===== config.mk =====
export PLATFORM = sky130hd
export DESIGN_NAME = cordic_ci_master
export DESIGN_NICKNAME = d
export VERILOG_FILES = /design/src/rtl/cordic_ci_master.sv
export SDC_FILE = /design/constraint.sdc
export NUM_CORES = 1
export LEC_CHECK = 0
export CORE_MARGIN = 2
export CORE_UTILIZATION = 40
export DETAILED_ROUTE_END_ITERATION = 8
export GPL_TIMING_DRIVEN = 0
export PLACE_DENSITY = 0.72
export SLEW_MARGIN = 20
export SYNTH_ARGS = -nofsm -noshare
export SYNTH_HDL_FRONTEND = slang
export SYNTH_SLANG_ARGS = --single-unit

===== constraint.sdc =====
create_clock -name clk -period 5.6 [get_ports clk]
set_clock_uncertainty 0.05 [all_clocks]
set_input_delay 0.84 -clock clk [delete_from_list [all_inputs] [get_ports clk]]
set_output_delay 0.84 -clock clk [all_outputs]
set_load 0.01 [all_outputs]

===== src/rtl/cordic_ci_master.sv =====
// Initiator side of the CORDIC custom-instruction handshake: angle FIFO, issue FSM and
// ready/valid result register. Optional watchdog abort enabled by `define CORDIC_CI_TIMEOUT_EN.
module cordic_ci_master #(
   parameter int unsigned FIFO_DEPTH = 4,
   parameter int unsigned TIMEOUT    = 64
) (
   input  logic        clk,
   input  logic        rst,
   input  logic        in_valid,
   output logic        in_ready,
   input  logic [31:0] in_angle,
   output logic        out_valid,
   input  logic        out_ready,
   output logic [31:0] out_result,
   output logic        out_err,
   output logic        ci_reset,
   output logic        ci_clk_en,
   output logic        ci_start,
   output logic [31:0] ci_dataa,
   input  logic [31:0] ci_result,
   input  logic        ci_done,
   output logic        busy
);

   localparam int unsigned AW = $clog2(FIFO_DEPTH);

   if (FIFO_DEPTH < 2 || (FIFO_DEPTH & (FIFO_DEPTH - 1)) != 0 || TIMEOUT < 1) begin : g_param_check
      $error("cordic_ci_master: FIFO_DEPTH must be a power of two >= 2 and TIMEOUT >= 1");
   end

   typedef enum logic [1:0] {
      S_IDLE  = 2'd0,
      S_ISSUE = 2'd1,
      S_WAIT  = 2'd2
`ifdef CORDIC_CI_TIMEOUT_EN
      ,
      S_ABORT = 2'd3
`endif
   } state_e;

   state_e        state_q, state_d;
   logic [31:0]   mem_q [FIFO_DEPTH];
   logic [AW-1:0] wr_ptr_q, rd_ptr_q;
   logic [AW:0]   count_q;
   logic          push, pop;
   logic          load_dataa, capture, abort_cap;
   logic          ci_reset_q;
   logic [31:0]   ci_dataa_q;
   logic          out_valid_q, out_err_q;
   logic [31:0]   out_result_q;

   assign in_ready = (count_q != (AW + 1)'(FIFO_DEPTH));
   assign push     = in_valid && in_ready;
   assign pop      = (state_q == S_ISSUE);

   // NOTE: the angle storage has no reset; only pointers and count define which entries are live.
   always_ff @(posedge clk) begin
      if (push) mem_q[wr_ptr_q] <= in_angle;
   end

   // NOTE: sequential state uses non-blocking assignments so every register samples pre-edge values.
   always_ff @(posedge clk or negedge rst) begin
      if (!rst) begin
         wr_ptr_q <= '0;
         rd_ptr_q <= '0;
         count_q  <= '0;
      end else begin
         if (push) wr_ptr_q <= wr_ptr_q + 1'b1;
         if (pop)  rd_ptr_q <= rd_ptr_q + 1'b1;
         case ({push, pop})
            2'b10:   count_q <= count_q + 1'b1;
            2'b01:   count_q <= count_q - 1'b1;
            default: count_q <= count_q;
         endcase
      end
   end

`ifdef CORDIC_CI_TIMEOUT_EN
   localparam int unsigned TW = $clog2(TIMEOUT + 1);
   logic [TW-1:0] to_cnt_q;

   always_ff @(posedge clk or negedge rst) begin
      if (!rst)                     to_cnt_q <= '0;
      else if (state_q == S_ISSUE)  to_cnt_q <= '0;
      else if (state_q == S_WAIT)   to_cnt_q <= to_cnt_q + 1'b1;
   end
`endif

   // NOTE: every combinational output gets a default first so no latch is inferred.
   always_comb begin
      state_d    = state_q;
      load_dataa = 1'b0;
      capture    = 1'b0;
      abort_cap  = 1'b0;
      case (state_q)
         S_IDLE: begin
            // Holding off while ci_reset is still high keeps the release edge free of issues.
            if (count_q != '0 && (!out_valid_q || out_ready) && !ci_reset_q) begin
               state_d    = S_ISSUE;
               load_dataa = 1'b1;
            end
         end
         S_ISSUE: state_d = S_WAIT;
         S_WAIT: begin
            if (ci_done) begin
               capture = 1'b1;
               state_d = S_IDLE;
            end
`ifdef CORDIC_CI_TIMEOUT_EN
            else if (to_cnt_q == TW'(TIMEOUT - 1)) begin
               state_d = S_ABORT;
            end
`endif
         end
`ifdef CORDIC_CI_TIMEOUT_EN
         S_ABORT: begin
            abort_cap = 1'b1;
            state_d   = S_IDLE;
         end
`endif
         default: state_d = S_IDLE;
      endcase
   end

   always_ff @(posedge clk or negedge rst) begin
      if (!rst) begin
         state_q      <= S_IDLE;
         ci_reset_q   <= 1'b1;
         ci_dataa_q   <= '0;
         out_valid_q  <= 1'b0;
         out_result_q <= '0;
         out_err_q    <= 1'b0;
      end else begin
         state_q    <= state_d;
         ci_reset_q <= 1'b0;
         // Loaded on entry to ISSUE so the angle is on the bus alongside ci_start.
         if (load_dataa) ci_dataa_q <= mem_q[rd_ptr_q];
         if (capture) begin
            out_result_q <= ci_result;
            out_valid_q  <= 1'b1;
            out_err_q    <= 1'b0;
         end else if (abort_cap) begin
            out_result_q <= 32'h7FC0_0000;
            out_valid_q  <= 1'b1;
            out_err_q    <= 1'b1;
         end else if (out_valid_q && out_ready) begin
            out_valid_q  <= 1'b0;
         end
      end
   end

   assign ci_start   = (state_q == S_ISSUE);
   assign ci_clk_en  = (state_q == S_ISSUE) || (state_q == S_WAIT);
   assign ci_dataa   = ci_dataa_q;
   assign out_valid  = out_valid_q;
   assign out_result = out_result_q;
`ifdef CORDIC_CI_TIMEOUT_EN
   assign ci_reset   = ci_reset_q || (state_q == S_ABORT);
   assign out_err    = out_err_q;
`else
   assign ci_reset   = ci_reset_q;
   assign out_err    = 1'b0;
`endif
   assign busy       = (state_q != S_IDLE) || (count_q != '0) || out_valid_q;

endmodule


==> flow_results.xml, run 1 <==
<?xml version="1.0" encoding="UTF-8"?>
<metrics>
  <group name="route">
    <metric name="drt_first_pass_iters" unit="">5</metric>
    <metric name="via_count" unit="">3808</metric>
    <metric name="ant_nets" unit="">0</metric>
    <metric name="finalWirelength" unit="um">14540</metric>
    <metric name="remaining_drc_errors" unit="">0</metric>
    <metric name="drtIter0Drc" unit="">163</metric>
    <metric name="detail_route.wl_per_cell" unit="um">17.90</metric>
    <metric name="vias_per_cell" unit="">4.690</metric>
  </group>
  <group name="clock_network">
    <metric name="hold_buffers" unit="">0</metric>
    <metric name="htree_num_levels" unit="">1</metric>
    <metric name="cts-buffers-inserted" unit="">22</metric>
    <metric name="clock_insertion_delay_worst_skew" unit="ns">0.50</metric>
    <metric name="cts_root_buf" unit="">sky130_fd_sc_hd__clkbuf_16</metric>
    <metric name="clockBufferDepth" unit="">3</metric>
    <metric name="tritoncts_num_sinks" unit="">203</metric>
    <metric name="post_cts.repair.setup_buffers" unit="">0</metric>
    <metric name="tritoncts" unit="">done</metric>
    <metric name="cts.reportedPaths.clkPinSlew" unit="ns">0.06</metric>
    <metric name="cts_resized" unit="">0</metric>
  </group>
  <group name="sta">
    <metric name="timing_max_transition_violations_final" unit="">0</metric>
    <metric name="period_needed" unit="ns">2.772</metric>
    <metric name="max_clock_freq" unit="MHz">360.7</metric>
    <metric name="timing.final.hold_violations" unit="">0</metric>
    <metric name="timing_worst_slew_pin_value" unit="ns">0.7136</metric>
    <metric name="fin_crit_sh" unit="">0.4950</metric>
    <metric name="timing.setup.tns" unit="ns">0</metric>
    <metric name="final.setup.worst_slack" unit="ns">2.828</metric>
    <metric name="timing.final.setup_violations" unit="">0</metric>
    <metric name="setup_repair_after_global_routing_missed_its_margin" unit="">false</metric>
    <metric name="worst_slew_margin_rel" unit="">0.5243</metric>
  </group>
  <group name="global_route">
    <metric name="antenna_violations_before_repair" unit="">0</metric>
    <metric name="first_global_vias" unit="">3980</metric>
    <metric name="maximum_number_of_pins_on_one_net_before_global_route_repair" unit="">56</metric>
    <metric name="grt_util_all_layers" unit="">0.1404</metric>
    <metric name="grt_first_pass_wirelength" unit="um">21980</metric>
    <metric name="globalRoute.totalOverflow" unit="">0</metric>
  </group>
  <group name="pwr">
    <metric name="power.leakage" unit="nW">3.895</metric>
    <metric name="max-vdd-ir-drop" unit="mV">0.2783</metric>
    <metric name="pwrdens" unit="mW/mm^2">562.7</metric>
    <metric name="fin_total_pwr" unit="mW">5.868</metric>
  </group>
  <group name="synth">
    <metric name="yosys_warnings" unit="">0</metric>
    <metric name="post_synth_instance_area" unit="mm^2">0.007787</metric>
    <metric name="postSynthAreaPerCell" unit="um^2">21.45</metric>
    <metric name="synth_cell_types" unit="">30</metric>
    <metric name="postSynthRegisterBits" unit="">203</metric>
    <metric name="seq_area_frac_synth" unit="">0.7347</metric>
    <metric name="post_synth_inst_count" unit="">363</metric>
  </group>
  <group name="placed_design">
    <metric name="preCtsSetupSlack" unit="ns">2.787</metric>
    <metric name="gp_congestion" unit="">0.6348</metric>
    <metric name="placement.io_buffers" unit="">138</metric>
    <metric name="hpwlAfterDp" unit="um">9586</metric>
  </group>
  <group name="run_status">
    <metric name="status" unit="">completed</metric>
  </group>
  <group name="finish">
    <metric name="drive_gt1_frac" unit="">0.2852</metric>
    <metric name="area_growth_syn_to_layout" unit="%">33.92</metric>
    <metric name="design.final.nets" unit="">610</metric>
    <metric name="mostFrequentLayoutCell" unit="">sky130_fd_sc_hd__clkdlybuf4s50_1</metric>
    <metric name="insertedDiodeCount" unit="">0</metric>
    <metric name="layout_common_cells" unit="">sky130_fd_sc_hd__clkdlybuf4s50_1 (137), sky130_fd_sc_hd__edfxtp_1 (128), sky130_fd_sc_hd__dfrtp_1 (74)</metric>
    <metric name="final_core_util" unit="">0.5412</metric>
  </group>
  <group name="floorplanning">
    <metric name="rows" unit="">51</metric>
    <metric name="die_h" unit="um">143.5</metric>
    <metric name="core" unit="mm^2">0.01927</metric>
    <metric name="fp.dieArea" unit="mm^2">0.02060</metric>
    <metric name="die-width" unit="um">143.5</metric>
    <metric name="io_pins" unit="">140</metric>
    <metric name="initial_utilization" unit="">0.4041</metric>
  </group>
  <group name="worst_setup_path">
    <metric name="crit_required" unit="ns">4.71</metric>
    <metric name="setup.worst_path.class" unit="">reg2out</metric>
    <metric name="timing.critical_path.fanout_max" unit="">5</metric>
    <metric name="worst_setup_path_start_kind" unit="">flip-flop</metric>
    <metric name="cp-end-kind" unit="">output port</metric>
    <metric name="worst_path_arrival" unit="ns">1.88</metric>
  </group>
  <group name="worst_hold_path">
    <metric name="min-delay-path-class" unit="">in2async</metric>
  </group>
  <group name="job">
    <metric name="max_cap_violations" unit="">0</metric>
  </group>
</metrics>
==> synthesized netlist by cell type <==
master                     instances  area (um^2)
sky130_fd_sc_hd__o21ai_0           1        5.000
sky130_fd_sc_hd__buf_6             1        11.26
sky130_fd_sc_hd__nand3_1           2        10.01
sky130_fd_sc_hd__conb_1            1        3.750
sky130_fd_sc_hd__edfxtp_1        128         3844
sky130_fd_sc_hd__inv_1            10        37.54
sky130_fd_sc_hd__nor2_1            1        3.750
sky130_fd_sc_hd__ha_1              9        112.6
sky130_fd_sc_hd__mux4_2           28        630.6
sky130_fd_sc_hd__a21boi_0          1        7.510
sky130_fd_sc_hd__and3_1            4        25.02
sky130_fd_sc_hd__nor3_2            1        10.01
sky130_fd_sc_hd__buf_12            3        60.06
sky130_fd_sc_hd__buf_4             3        22.52
sky130_fd_sc_hd__nor2_2            1        6.260
sky130_fd_sc_hd__nand2b_1          1        6.260
sky130_fd_sc_hd__mux2_4           28        420.4
sky130_fd_sc_hd__mux2_2           39        439.2
sky130_fd_sc_hd__and2_1            1        6.260
sky130_fd_sc_hd__dfrtp_1          74         1852
sky130_fd_sc_hd__fa_1              1        20.02
sky130_fd_sc_hd__dfstp_2           1        26.28
sky130_fd_sc_hd__xor2_1            3        26.28
sky130_fd_sc_hd__buf_2             6        30.03
sky130_fd_sc_hd__clkbuf_1          2        7.510
sky130_fd_sc_hd__a221o_1           1        10.01
sky130_fd_sc_hd__mux4_1            4        105.1
sky130_fd_sc_hd__xnor2_1           3        26.28
sky130_fd_sc_hd__nand2_1           4        15.01
sky130_fd_sc_hd__nand3b_1          1        7.510
==> state kept, by name, summed over array words and instances (netlist names), 2 cells and up <==
signal and flops:
count_q 3, mem_q 128, state_q 2, rd_ptr_q 2, wr_ptr_q 2, out_result 32, ci_dataa 32
==> path summary, 6_finish.rpt <==
check	to	slack, ns	cells after the start	startpoint
max	ci_start	2.83	3	state_q[1]
min	ci_dataa[14]	0.20	1	rst
max reg2reg	count_q[2]	3.38	10	count_q[0]
min reg2reg	out_result[22]	0.45	1	out_result[22]
max in group asynchronous	ci_reset	4.67	2	rst
min in group clk	out_result[22]	0.45	1	out_result[22]
==> where the power goes <==
group          switching, mW  internal, mW
Sequential             0.194          2.08
Combinational          0.808          1.23
Clock                  0.568         0.986
==> worst max-delay path: stages (launching register included) <==
cell	delay, ns
sky130_fd_sc_hd__dfrtp_1	0.40
sky130_fd_sc_hd__inv_1	0.10
sky130_fd_sc_hd__ha_1	0.29
sky130_fd_sc_hd__clkdlybuf4s50_1	0.60
==> area by class of cell <==
type | instances | area [um^2]
plain buffers | 15 | 131.4
clock buffers | 28 | 593.1
clock inverters | 12 | 206.4
fillers | 1538 | 8842
inverters | 10 | 37.54
multi-input cells | 136 | 1906
flip-flops and latches | 203 | 5722
well taps | 265 | 331.6
repair buffers | 143 | 1501
==> metrics by stage <==
stage	instance area, um^2	std cells	hold WS, ns
floorplan	7791	364	0.4324
global placement	9504	767	0.4355
detailed placement	9629	772	0.4413
CTS	10430	812	0.1969
global route	10430	812	0.2030
finish	10430	812	0.1955
==> cell families after synthesis <==
group / after synthesis / share of synthesized area
flops: 203 / 0.7347
compound gates: 3 / 0.002892
buf+inv: 25 / 0.02169
mux: 99 / 0.2049
other cells: 1 / 0.0004815
xor+xnor: 6 / 0.006749
fa+ha+maj: 10 / 0.01703
simple gates: 16 / 0.01157
==> metal layers <==
layer	global-route usage	share of wire	wire, um	up-vias
met5	0	0	0	-
met4	0.02786	0.017	248	0
met3	0.03466	0.062	900	29
met2	0.2464	0.49	7188	123
met1	0.1784	0.43	6198	1913
li1	-	-	-	1743
Power figures use the tool's default switching activity.
==> inputs of run 2 (changes only) <==
- clock period: 5.6 -> 2.8 ns (I/O delays scaled with it)
==> flow_results.xml, run 2 (synthesis gave the netlist of run 1 again) <==
<?xml version="1.0" encoding="UTF-8"?>
<metrics>
  <group name="clock_network">
    <metric name="cts.reportedPaths.clkPinSlew" unit="ns">0.06</metric>
    <metric name="htree_num_levels" unit="">1</metric>
    <metric name="cts_resized" unit="">0</metric>
    <metric name="cts_root_buf" unit="">sky130_fd_sc_hd__clkbuf_16</metric>
    <metric name="hold_buffers" unit="">1</metric>
    <metric name="clockBufferDepth" unit="">3</metric>
    <metric name="post_cts.repair.setup_buffers" unit="">0</metric>
    <metric name="clock_insertion_delay_worst_skew" unit="ns">0.50</metric>
    <metric name="cts-buffers-inserted" unit="">22</metric>
    <metric name="tritoncts" unit="">done</metric>
    <metric name="tritoncts_num_sinks" unit="">203</metric>
  </group>
  <group name="route">
    <metric name="detail_route.wl_per_cell" unit="um">17.90</metric>
    <metric name="finalWirelength" unit="um">14560</metric>
    <metric name="via_count" unit="">3810</metric>
    <metric name="ant_nets" unit="">0</metric>
    <metric name="vias_per_cell" unit="">4.686</metric>
    <metric name="drt_first_pass_iters" unit="">4</metric>
    <metric name="drtIter0Drc" unit="">154</metric>
    <metric name="remaining_drc_errors" unit="">0</metric>
  </group>
  <group name="worst_setup_path">
    <metric name="timing.critical_path.fanout_max" unit="">5</metric>
    <metric name="crit_required" unit="ns">2.33</metric>
    <metric name="cp-end-kind" unit="">output port</metric>
    <metric name="setup.worst_path.class" unit="">reg2out</metric>
    <metric name="worst_setup_path_start_kind" unit="">flip-flop</metric>
    <metric name="r2r_cells" unit="">10</metric>
    <metric name="worst_path_arrival" unit="ns">1.88</metric>
  </group>
  <group name="sta">
    <metric name="timing_worst_slew_pin_value" unit="ns">0.7136</metric>
    <metric name="timing.final.setup_violations" unit="">0</metric>
    <metric name="period_needed" unit="ns">2.352</metric>
    <metric name="worst_slew_margin_rel" unit="">0.5243</metric>
    <metric name="fin_crit_sh" unit="">0.8400</metric>
    <metric name="setup_repair_after_global_routing_missed_its_margin" unit="">false</metric>
    <metric name="worst_hold_slack" unit="ns">0.3248</metric>
    <metric name="final.setup.worst_slack" unit="ns">0.4480</metric>
    <metric name="timing.final.hold_violations" unit="">0</metric>
    <metric name="max_clock_freq" unit="MHz">425.2</metric>
    <metric name="timing.setup.tns" unit="ns">0</metric>
    <metric name="timing_max_transition_violations_final" unit="">0</metric>
  </group>
  <group name="finish">
    <metric name="drive_gt1_frac" unit="">0.2847</metric>
    <metric name="insertedDiodeCount" unit="">0</metric>
    <metric name="layout.cell_area.non_filler" unit="mm^2">0.01044</metric>
    <metric name="area_growth_syn_to_layout" unit="%">34.05</metric>
    <metric name="layout_common_cells" unit="">sky130_fd_sc_hd__clkdlybuf4s50_1 (137), sky130_fd_sc_hd__edfxtp_1 (128), sky130_fd_sc_hd__dfrtp_1 (74)</metric>
    <metric name="largest_reg_flops" unit="">128</metric>
    <metric name="mostFrequentLayoutCell" unit="">sky130_fd_sc_hd__clkdlybuf4s50_1</metric>
    <metric name="final_cells" unit="">813</metric>
    <metric name="top_register" unit="">mem_q</metric>
    <metric name="final_core_util" unit="">0.5417</metric>
    <metric name="design.final.nets" unit="">611</metric>
  </group>
  <group name="floorplanning">
    <metric name="io_pins" unit="">140</metric>
    <metric name="initial_utilization" unit="">0.4041</metric>
    <metric name="die_h" unit="um">143.5</metric>
    <metric name="die-width" unit="um">143.5</metric>
    <metric name="core" unit="mm^2">0.01927</metric>
    <metric name="rows" unit="">51</metric>
    <metric name="fp.dieArea" unit="mm^2">0.02060</metric>
  </group>
  <group name="pwr">
    <metric name="max-vdd-ir-drop" unit="mV">0.5564</metric>
    <metric name="fin_total_pwr" unit="mW">11.74</metric>
    <metric name="power.leakage" unit="nW">3.899</metric>
    <metric name="pwrdens" unit="mW/mm^2">1124</metric>
  </group>
  <group name="job">
    <metric name="max_cap_violations" unit="">0</metric>
  </group>
  <group name="worst_hold_path">
    <metric name="min-delay-path-class" unit="">in2async</metric>
  </group>
  <group name="run_status">
    <metric name="status" unit="">completed</metric>
  </group>
  <group name="placed_design">
    <metric name="placement.cell_area" unit="mm^2">0.009629</metric>
    <metric name="preCtsSetupSlack" unit="ns">0.4067</metric>
    <metric name="placement.io_buffers" unit="">138</metric>
    <metric name="hpwlAfterDp" unit="um">9586</metric>
    <metric name="numPlacedInstances" unit="">772</metric>
    <metric name="gp_congestion" unit="">0.6348</metric>
  </group>
  <group name="global_route">
    <metric name="grt_util_all_layers" unit="">0.1404</metric>
    <metric name="antenna_violations_before_repair" unit="">0</metric>
    <metric name="globalRoute.totalOverflow" unit="">0</metric>
    <metric name="first_global_vias" unit="">3980</metric>
    <metric name="grt_first_pass_wirelength" unit="um">21980</metric>
    <metric name="maximum_number_of_pins_on_one_net_before_global_route_repair" unit="">56</metric>
  </group>
</metrics>
[run 2: cell count changes in the layout (fill, tap and decap cells not counted), sizes merged]
cell	previous run	this run
dlygate4sd3	0	1
[run 2: final timing paths]
check,startpoint,endpoint,slack (ns)
max in group asynchronous,rst,ci_reset,1.74
worst max register to register,count_q[0],count_q[2],0.58
worst min register to register,out_result[22],out_result[22],0.45
worst min-delay path,rst,ci_dataa[14],0.32
min in group clk,out_result[22],out_result[22],0.45
worst max-delay path,state_q[1],ci_start,0.45
[run 2: critical path, stage by stage (launching register included)]
cell and delay [ns]:
sky130_fd_sc_hd__dfrtp_1 0.40, sky130_fd_sc_hd__inv_1 0.10, sky130_fd_sc_hd__ha_1 0.29, sky130_fd_sc_hd__clkdlybuf4s50_1 0.60
[run 2: final cells by class]
type	count	area, um^2
clock inverters	12	206.4
repair buffers	144	1511
fillers	1537	8832
flip-flops and latches	203	5722
inverters	10	37.54
plain buffers	15	131.4
multi-input cells	136	1906
clock buffers	28	593.1
well taps	265	331.6
[run 2: routing by layer]
layer | vias up | share of wire | track usage | wire, um
li1 | 1744 | - | - | -
met1 | 1914 | 0.43 | 0.1784 | 6218
met2 | 123 | 0.49 | 0.2464 | 7196
met3 | 29 | 0.061 | 0.03466 | 892
met4 | 0 | 0.017 | 0.02786 | 248
met5 | - | 0 | 0 | 0
[run 2: report_power, final]
group	internal [mW]	switching [mW]	total [mW]	leakage (nW)
logic	2.46	1.62	4.07	1.46
registers	4.17	0.389	4.56	2.06
clock network	1.97	1.13	3.10	0.378
total	8.60	3.14	11.7	3.90
==> inputs of run 3 (changes only) <==
- clock period: 2.8 -> 2.4 ns (I/O delays scaled with it)
==> flow_results.xml, run 3 (synthesis gave the netlist of run 1 again) <==
<?xml version="1.0" encoding="UTF-8"?>
<metrics>
  <group name="finish">
    <metric name="insertedDiodeCount" unit="">0</metric>
    <metric name="design.final.nets" unit="">611</metric>
    <metric name="drive_gt1_frac" unit="">0.2865</metric>
    <metric name="mostFrequentLayoutCell" unit="">sky130_fd_sc_hd__clkdlybuf4s50_1</metric>
    <metric name="area_growth_syn_to_layout" unit="%">34.11</metric>
    <metric name="layout_common_cells" unit="">sky130_fd_sc_hd__clkdlybuf4s50_1 (137), sky130_fd_sc_hd__edfxtp_1 (128), sky130_fd_sc_hd__dfrtp_1 (74)</metric>
    <metric name="final_cells" unit="">813</metric>
    <metric name="top_register" unit="">mem_q</metric>
    <metric name="largest_reg_flops" unit="">128</metric>
  </group>
  <group name="sta">
    <metric name="fin_crit_sh" unit="">0.9513</metric>
    <metric name="worst_slew_margin_rel" unit="">0.5196</metric>
    <metric name="setup_repair_after_global_routing_missed_its_margin" unit="">false</metric>
    <metric name="period_needed" unit="ns">2.283</metric>
    <metric name="timing.final.setup_violations" unit="">0</metric>
    <metric name="timing_max_transition_violations_final" unit="">0</metric>
    <metric name="max_clock_freq" unit="MHz">438.0</metric>
    <metric name="timing.final.hold_violations" unit="">0</metric>
    <metric name="timing_worst_slew_pin_value" unit="ns">0.7206</metric>
  </group>
  <group name="worst_setup_path">
    <metric name="cp-end-kind" unit="">output port</metric>
    <metric name="r2r_cells" unit="">10</metric>
    <metric name="reg2reg_to" unit="">count_q[2]</metric>
    <metric name="endpoint" unit="">ci_start</metric>
    <metric name="setup.worst_path.class" unit="">reg2out</metric>
    <metric name="timing.critical_path.fanout_max" unit="">5</metric>
    <metric name="crit_required" unit="ns">1.99</metric>
    <metric name="worst_setup_path_start_kind" unit="">flip-flop</metric>
    <metric name="worst_path_arrival" unit="ns">1.87</metric>
    <metric name="startpoint" unit="">state_q[1]</metric>
    <metric name="crit-reg2reg-launch" unit="">count_q[0]</metric>
    <metric name="reg2reg_slack" unit="ns">0.23</metric>
  </group>
  <group name="floorplanning">
    <metric name="initial_utilization" unit="">0.4041</metric>
    <metric name="core" unit="mm^2">0.01927</metric>
    <metric name="io_pins" unit="">140</metric>
    <metric name="die_h" unit="um">143.5</metric>
    <metric name="rows" unit="">51</metric>
    <metric name="fp.dieArea" unit="mm^2">0.02060</metric>
    <metric name="die-width" unit="um">143.5</metric>
  </group>
  <group name="pwr">
    <metric name="pwr-share-comb" unit="">0.347</metric>
    <metric name="power.switching_fraction" unit="">0.2679</metric>
    <metric name="internal_power" unit="mW">10.03</metric>
    <metric name="fin_total_pwr" unit="mW">13.70</metric>
    <metric name="switching_power" unit="mW">3.671</metric>
    <metric name="clockPowerShare" unit="">0.265</metric>
    <metric name="max-vdd-ir-drop" unit="mV">0.6493</metric>
    <metric name="power.leakage" unit="nW">3.901</metric>
    <metric name="seqPwrFrac" unit="">0.388</metric>
    <metric name="pwrdens" unit="mW/mm^2">1312</metric>
  </group>
  <group name="clock_network">
    <metric name="cts_root_buf" unit="">sky130_fd_sc_hd__clkbuf_16</metric>
    <metric name="htree_num_levels" unit="">1</metric>
    <metric name="tritoncts_num_sinks" unit="">203</metric>
    <metric name="cts.reportedPaths.clkPinSlew" unit="ns">0.06</metric>
    <metric name="clockBufferDepth" unit="">3</metric>
    <metric name="clock_insertion_delay_worst_skew" unit="ns">0.50</metric>
    <metric name="tritoncts" unit="">done</metric>
    <metric name="post_cts.repair.setup_buffers" unit="">0</metric>
    <metric name="cts-buffers-inserted" unit="">22</metric>
  </group>
  <group name="placed_design">
    <metric name="gp_congestion" unit="">0.6348</metric>
    <metric name="numPlacedInstances" unit="">772</metric>
    <metric name="hpwlAfterDp" unit="um">9586</metric>
    <metric name="placement.io_buffers" unit="">138</metric>
  </group>
  <group name="run_status">
    <metric name="status" unit="">completed</metric>
  </group>
  <group name="route">
    <metric name="finalWirelength" unit="um">14560</metric>
    <metric name="drt_first_pass_iters" unit="">4</metric>
    <metric name="vias_per_cell" unit="">4.665</metric>
    <metric name="via_count" unit="">3793</metric>
    <metric name="remaining_drc_errors" unit="">0</metric>
    <metric name="ant_nets" unit="">0</metric>
    <metric name="drtIter0Drc" unit="">147</metric>
    <metric name="detail_route.wl_per_cell" unit="um">17.90</metric>
  </group>
  <group name="worst_hold_path">
    <metric name="min-delay-path-class" unit="">in2async</metric>
  </group>
  <group name="job">
    <metric name="max_cap_violations" unit="">0</metric>
  </group>
  <group name="global_route">
    <metric name="grt_util_all_layers" unit="">0.1404</metric>
    <metric name="grt_first_pass_wirelength" unit="um">21980</metric>
    <metric name="globalRoute.totalOverflow" unit="">0</metric>
    <metric name="antenna_violations_before_repair" unit="">0</metric>
    <metric name="first_global_vias" unit="">3980</metric>
    <metric name="maximum_number_of_pins_on_one_net_before_global_route_repair" unit="">56</metric>
  </group>
</metrics>
==> run 3: cell count changes in the layout (fill, tap and decap cells not counted) <==
cell and delta:
sky130_fd_sc_hd__nand3_2 +1, sky130_fd_sc_hd__nand3_1 -1
==> run 3: power by group through the flow <==
stage          Combinational, mW  Sequential [mW]  Clock [mW]
2_1_floorplan               2.53             5.57           0
3_3_place_gp                4.63             5.35           0
3_5_place_dp                4.86             5.39           0
4_1_cts                     4.87             5.34        3.72
5_1_grt                     5.14             5.44        3.86
6_report                    4.76             5.32        3.63
==> run 3: final cells by class <==
| class | instances | area [um^2] |
|---|---|---|
| clock inverters | 12 | 206.4 |
| multi-input cells | 136 | 1911 |
| well taps | 265 | 331.6 |
| fillers | 1534 | 8827 |
| repair buffers | 144 | 1511 |
| clock buffers | 28 | 593.1 |
| plain buffers | 15 | 131.4 |
| flip-flops and latches | 203 | 5722 |
| inverters | 10 | 37.54 |
==> run 3: repair_timing <==
item                                   CTS  global route
gates resized for setup                  0             1
hold buffers                             1             0
setup endpoints to repair                0             1
endpoints found under the hold margin   20             0
==> run 3: layer usage <==
metal | GRT usage | wire length, um
met2 | 0.2464 | 7180
met5 | 0 | 0
met1 | 0.1784 | 6265
met4 | 0.02786 | 248
met3 | 0.03466 | 861
==> run 3: worst min path at each step <==
stage / startpoint / endpoint / cells after the start
finish: rst / ci_dataa[14] / 2
global route: rst / ci_dataa[10] / 2
CTS: rst / ci_dataa[11] / 2
detailed placement: rst / ci_dataa[5] / 1
global placement: out_result[14] / out_result[14] / 1
floorplan: rst / ci_dataa[0] / 0
==> run 3: critical path, stage by stage (launching register included) <==
cell and delay [ns]:
sky130_fd_sc_hd__dfrtp_1 0.40, sky130_fd_sc_hd__inv_1 0.10, sky130_fd_sc_hd__ha_1 0.29, sky130_fd_sc_hd__clkdlybuf4s50_1 0.60
==> run 3: per-stage QoR <==
step	setup WS [ns]	utilization	setup TNS, ns	area [um^2]	hold WS, ns
floorplan	0.3483	-	0	7791	0.01441
global placement	-1.896	0.4932	-194.97	9504	0.4355
detailed placement	0.06666	0.4997	0	9629	0.2433
CTS	0.06867	0.5417	0	10440	0.2689
global route	0.01252	0.5419	0	10440	0.2779
finish	0.1170	0.5419	0	10440	0.2642
